`src/rtl/bpu_pkg.sv`:
```
// Shared types and constants for the fetch-side branch predictor.
// Kind codes, 2-bit counter states, table entry layout and FSM states.
package bpu_pkg;

  localparam logic [1:0] KIND_COND     = 2'd0;
  localparam logic [1:0] KIND_DIRECT   = 2'd1;
  localparam logic [1:0] KIND_INDIRECT = 2'd2;
  localparam logic [1:0] KIND_RSVD     = 2'd3;

  localparam logic [1:0] CTR_SNT = 2'b00;
  localparam logic [1:0] CTR_WNT = 2'b01;
  localparam logic [1:0] CTR_WT  = 2'b10;
  localparam logic [1:0] CTR_ST  = 2'b11;

  // Tag field is sized for the widest supported TAG_W; narrower tags are zero-extended.
  localparam int TAG_MAX = 16;

  typedef struct packed {
    logic               valid;
    logic [TAG_MAX-1:0] tag;
    logic               slot;
    logic [29:0]        target;
    logic [1:0]         ctr;
  } entry_t;

  typedef enum logic {
    ST_INIT,
    ST_RUN
  } state_e;

endpackage

```
`src/rtl/bpu_table.sv`:
```
// BTB storage: async lookup read, async read for update read-modify-write, one sync write.
// Storage is deliberately not reset; the top-level INIT sweep clears valid bits.
module bpu_table
  import bpu_pkg::*;
#(
  parameter int IDX_W = 6
) (
  input  logic             clk,
  input  logic [IDX_W-1:0] lookup_idx,
  output entry_t           lookup_entry,
  input  logic [IDX_W-1:0] upd_idx,
  output entry_t           upd_entry,
  input  logic             wr_en,
  input  logic [IDX_W-1:0] wr_idx,
  input  entry_t           wr_entry
);

  entry_t mem [2**IDX_W];

  always_ff @(posedge clk) begin
    if (wr_en) mem[wr_idx] <= wr_entry;
  end

  assign lookup_entry = mem[lookup_idx];
  assign upd_entry    = mem[upd_idx];

endmodule

```
`src/rtl/bpu_predictor.sv`:
```
// Fetch-side branch predictor: BTB with 2-bit hysteresis counters, trained from EX.
// After reset an INIT sweep invalidates every entry before predictions are made.
module bpu_predictor
  import bpu_pkg::*;
#(
  parameter int IDX_W = 6,
  parameter int TAG_W = 10
) (
  input  logic        clk,
  input  logic        rstn,
  input  logic [31:0] pc_if,
  output logic [31:0] npc_pdc,
  output logic        ifnpc_pdc,
  output logic        bpu_ready,
  input  logic        upd_valid,
  input  logic [31:0] upd_pc,
  input  logic        upd_taken,
  input  logic [31:0] upd_target,
  input  logic [1:0]  upd_kind
);

  function automatic logic [1:0] ctr_inc(input logic [1:0] c);
    return (c == CTR_ST) ? CTR_ST : c + 2'd1;
  endfunction

  function automatic logic [1:0] ctr_dec(input logic [1:0] c);
    return (c == CTR_SNT) ? CTR_SNT : c - 2'd1;
  endfunction

  state_e           state_q, state_d;
  logic [IDX_W-1:0] cnt_q, cnt_d;

  logic [IDX_W-1:0]   lk_idx, up_idx, wr_idx;
  logic [TAG_MAX-1:0] lk_tag, up_tag;
  entry_t             lk_entry, up_entry, wr_entry;
  logic               wr_en;
  logic               lk_hit, up_match, up_eff_taken, run;
  logic [31:0]        fall_through;
  logic               unused_bits;

  assign unused_bits = ^{upd_pc[31:IDX_W+TAG_W+3], upd_pc[1:0], upd_target[1:0]};

  assign lk_idx = pc_if[IDX_W+2:3];
  assign lk_tag = TAG_MAX'(pc_if[IDX_W+TAG_W+2:IDX_W+3]);
  assign up_idx = upd_pc[IDX_W+2:3];
  assign up_tag = TAG_MAX'(upd_pc[IDX_W+TAG_W+2:IDX_W+3]);

  bpu_table #(.IDX_W(IDX_W)) u_table (
    .clk          (clk),
    .lookup_idx   (lk_idx),
    .lookup_entry (lk_entry),
    .upd_idx      (up_idx),
    .upd_entry    (up_entry),
    .wr_en        (wr_en),
    .wr_idx       (wr_idx),
    .wr_entry     (wr_entry)
  );

  always_ff @(posedge clk or negedge rstn) begin
    if (!rstn) begin
      state_q <= ST_INIT;
      cnt_q   <= '0;
    end else begin
      state_q <= state_d;
      cnt_q   <= cnt_d;
    end
  end

  always_comb begin
    state_d = state_q;
    cnt_d   = cnt_q;
    unique case (state_q)
      ST_INIT: begin
        cnt_d = cnt_q + 1'b1;
        if (&cnt_q) state_d = ST_RUN;
      end
      ST_RUN: ;
      default: state_d = ST_INIT;
    endcase
  end

  assign run       = (state_q == ST_RUN);
  assign bpu_ready = run;

  // Lookup: a slot-0 entry covers only the first instruction of the group.
  assign fall_through = {pc_if[31:3] + 29'd1, 3'b000};
  assign lk_hit = run && lk_entry.valid && (lk_entry.tag == lk_tag) &&
                  (lk_entry.slot >= pc_if[2]) && lk_entry.ctr[1];
  assign npc_pdc   = lk_hit ? {lk_entry.target, 2'b00} : fall_through;
  assign ifnpc_pdc = lk_hit;

  // Update path; unconditional and indirect jumps always count as taken.
  assign up_match     = up_entry.valid && (up_entry.tag == up_tag) && (up_entry.slot == upd_pc[2]);
  assign up_eff_taken = upd_taken || (upd_kind != KIND_COND);

  always_comb begin
    wr_en    = 1'b0;
    wr_idx   = up_idx;
    wr_entry = up_entry;
    if (!run) begin
      wr_en          = 1'b1;
      wr_idx         = cnt_q;
      wr_entry       = '0;
    end else if (upd_valid && (upd_kind != KIND_RSVD)) begin
      if (up_match) begin
        wr_en        = 1'b1;
        wr_entry.ctr = up_eff_taken ? ctr_inc(up_entry.ctr) : ctr_dec(up_entry.ctr);
        if (upd_taken) wr_entry.target = upd_target[31:2];
      end else if (upd_taken) begin
        wr_en           = 1'b1;
        wr_entry.valid  = 1'b1;
        wr_entry.tag    = up_tag;
        wr_entry.slot   = upd_pc[2];
        wr_entry.target = upd_target[31:2];
        wr_entry.ctr    = (upd_kind != KIND_COND) ? CTR_ST : CTR_WT;
      end
    end
  end

endmodule

```
`config.mk`:
```
export PLATFORM = sky130hd
export DESIGN_NAME = bpu_predictor
export DESIGN_NICKNAME = d
export VERILOG_FILES = /design/src/rtl/bpu_pkg.sv /design/src/rtl/bpu_table.sv /design/src/rtl/bpu_predictor.sv
export SDC_FILE = /design/constraint.sdc
export NUM_CORES = 2
export LEC_CHECK = 0
export ABC_AREA = 0
export CORE_ASPECT_RATIO = 2
export CORE_MARGIN = 4
export CORE_UTILIZATION = 55
export CTS_BUF_LIST = sky130_fd_sc_hd__clkbuf_8
export CTS_CLUSTER_DIAMETER = 40
export DETAILED_ROUTE_END_ITERATION = 10
export DONT_BUFFER_PORTS = 1
export PLACE_DENSITY = 0.73
export SYNTH_ARGS = -nofsm -noshare
export SYNTH_HDL_FRONTEND = slang
export SYNTH_HIERARCHICAL = 1
export SYNTH_SLANG_ARGS = --single-unit
```
`constraint.sdc`:
```
create_clock -name clk -period 7.2 [get_ports clk]
set_clock_uncertainty 0.2 [all_clocks]
set_input_delay 0.36 -clock clk [delete_from_list [all_inputs] [get_ports clk]]
set_output_delay 0.36 -clock clk [all_outputs]
set_load 0.005 [all_outputs]
```
==> flow_metrics.tcl <==
set metrics [dict create \
    coreArea_um2 268000 \
    crit_slowest_cell "buf_16" \
    worstPathCellList "buf_16, buf_16, buf_16, mux4_2, o22ai_1, a211oi_2, clkbuf_8, nor2_1, buf_4, a311oi_1, nor4_1, nand3_1, or4_4, or2_2, nand3_1, nor2b_1, nand3_1, buf_4, nor2_4, buf_12" \
    utilization_pct 61.2 \
    path_depth 20 \
    dr.pass1.iters 6 \
    r2r_start "u_table/mem[51][32]$_DFFE_PP_" \
    layout.cells.non_filler 11600 \
    crit_buf_inv 7 \
    crit_end "u_table/mem[38][27]$_DFFE_PP_" \
    clk_path_buf_depth 4 \
    layout_setup_ws_ns 0.132 \
    power_density_nw_per_um2 218 \
    maxCapViolCount 0 \
    setup_viol 0 \
    relSlewSlack_pct -120 \
    fin_tns_setup_ns 0 \
    grt_pass1_vias 92500 \
    violations "slew limit" \
    cp-end-kind "register" \
    routed_via_density 7.84 \
    slew_viol_final 813 \
    crit_family "simple AND/OR/NAND/NOR gates" \
    worst_r2r_path_depth 15 \
    fin_area_um2 164000 \
    overflow 0 \
    finalPower_mw 35.8 \
    worstPathMaxFanout 109 \
    cts-root-buf "clkbuf_8" \
    pin_count 136 \
    yosysWarningCount 6 \
    max_stage_delay_ns 0.61 \
    layout-drive-gt1-share_pct 34.0 \
    critPathLaunchType "input pin" \
    cp.required_ns 7.72 \
    ant_nets 0 \
    cts_buffers 425 \
    arrival_ns 7.59 \
    wl_mm 532 \
    first_iter_violations 15300 \
    gp_congestion 0.926 \
    grt_pass1_wl_mm 725 \
    hp-class "in -> reg" \
    syn_area_um2 148000 \
    vias 90800 \
    fp.dieW_um 375 \
    worstHoldStart "upd_taken" \
    post-cts-setup-buffers 0 \
    cts_htree_levels 5 \
    wl_per_cell_um 46.0 \
    rsz0062_at_grt "no" \
    syn_to_final_growth_pct 11.0 \
    max_freq_ghz 0.141 \
    whs_ns 0.0861 \
    placement.io_buffers 0 \
    syn_avg_cell_area_um2 20.0 \
    rrSetupSlack_ns 0.80 \
    die_area_um2 278000 \
    p_leak_nw 41.5 \
    placed_cells 10700 \
    antenna_found_initial 63 \
    worst_slew_pin_slew_ns 3.30 \
    clock_sinks 3207 \
    status "complete, but fails checks" \
    cp-startpoint "upd_pc[3]" \
    hold_viol 0 \
    fin_crit_ns 7.07 \
    finalCritPeriodShare_pct 98.2 \
    nNetsFinal 7770 \
    ir_worst_vdd_v 0.000146 \
    drc 0 \
    post-place-ws_ns 0.623 \
    path_clk_slew_ns 0.07 \
    rows 269 \
    grt_max_degree 818 \
    clkLatencyLatePin_ns 1.10 \
    grt_usage_pct 38.1 \
    cts_tree "built" \
    dieHeight_um 742 \
    initial_utilization_pct 55.2 \
    worstSetupPathType "in -> reg" \
    synthCells 7412 \
    dp_hpwl_mm 312 \
    placed_cell_area_um2 155000 \
    reg2reg_to "u_table/mem[38][27]$_DFFE_PP_" \
]
routing by layer:
layer | part of all wire, % | vias to the layer above | track usage (%)
li1 | - | 33100 | -
met1 | 28 | 46700 | 42.4
met2 | 47 | 8350 | 59.3
met3 | 14 | 2614 | 12.6
met4 | 11 | 40 | 33.0
met5 | 0.065 | - | 0.173
sequential cells by signal, summed over array words and instances, names as in the netlist:
register	flops
cnt_q	6
bpu_ready	1
u_table/mem	3200
worst register-to-register path, delay by kind of cell (launching register included):
kind	cells	cell delay [ns]
compound gates	2	1.16
flops	1	0.39
simple gates	9	2.76
mux	1	0.48
buf+inv	2	0.53
xor+xnor	1	0.47
report_power, final:
part	internal (mW)	total [mW]	switching [mW]
combinational	0.687	1.79	1.10
sequential	20.2	20.2	0
clock	6.81	13.8	7.02
timing repair:
item | CTS | global route
hold buffers | 49 | 0
resized for setup | 0 | 1
endpoints found under the setup margin | 0 | 3817
hold endpoints to repair | 2301 | 0
how the worst min path moves through the flow:
| stage | depth (start not counted) | slack, ns | end |
|---|---|---|---|
| floorplan | 0 | -0.14 | bpu_ready$_DFF_PN0_ |
| global placement | 0 | -0.13 | cnt_q[0]$_DFFE_PN0N_ |
| detailed placement | 0 | -0.13 | cnt_q[2]$_DFFE_PN0N_ |
| CTS | 5 | 0.01 | u_table/mem[58][0]$_DFFE_PP_ |
| global route | 4 | 0.08 | u_table/mem[54][23]$_DFFE_PP_ |
| finish | 4 | 0.09 | u_table/mem[46][23]$_DFFE_PP_ |
cells in the final DEF (no fill, tap or decap), drive strengths merged, types with 16 or more instances in the layout:
master / n
a211o: 22
dlygate4sd3: 49
buf: 379
nand3: 110
a31oi: 20
o22a: 16
o21ai: 85
inv: 116
xor2: 18
nor2: 141
a21oi: 95
clkbuf: 436
diode: 66
nand2: 152
bufinv: 34
a22o: 48
edfxtp: 3200
a21boi: 32
and3: 43
mux2i: 262
xnor2: 35
clkinv: 173
nor3: 36
a22oi: 262
nor4: 30
a211oi: 63
nand2b: 25
nor2b: 64
o221ai: 75
mux2: 72
o22ai: 211
nand4: 18
mux4: 1511
and4: 16
a221oi: 30
layout make-up:
type / instances / area [um2]
Sequential cell: 3207 / 96300
Clock inverter: 326 / 2340
Multi-Input combinational cell: 3591 / 49800
Clock buffer: 430 / 5920
Antenna cell: 66 / 165
Fill cell: 18500 / 104000
Timing Repair Buffer: 434 / 5380
Tap cell: 3523 / 4410
Inverter: 7 / 28.8
(Power assumes the default switching activity.)
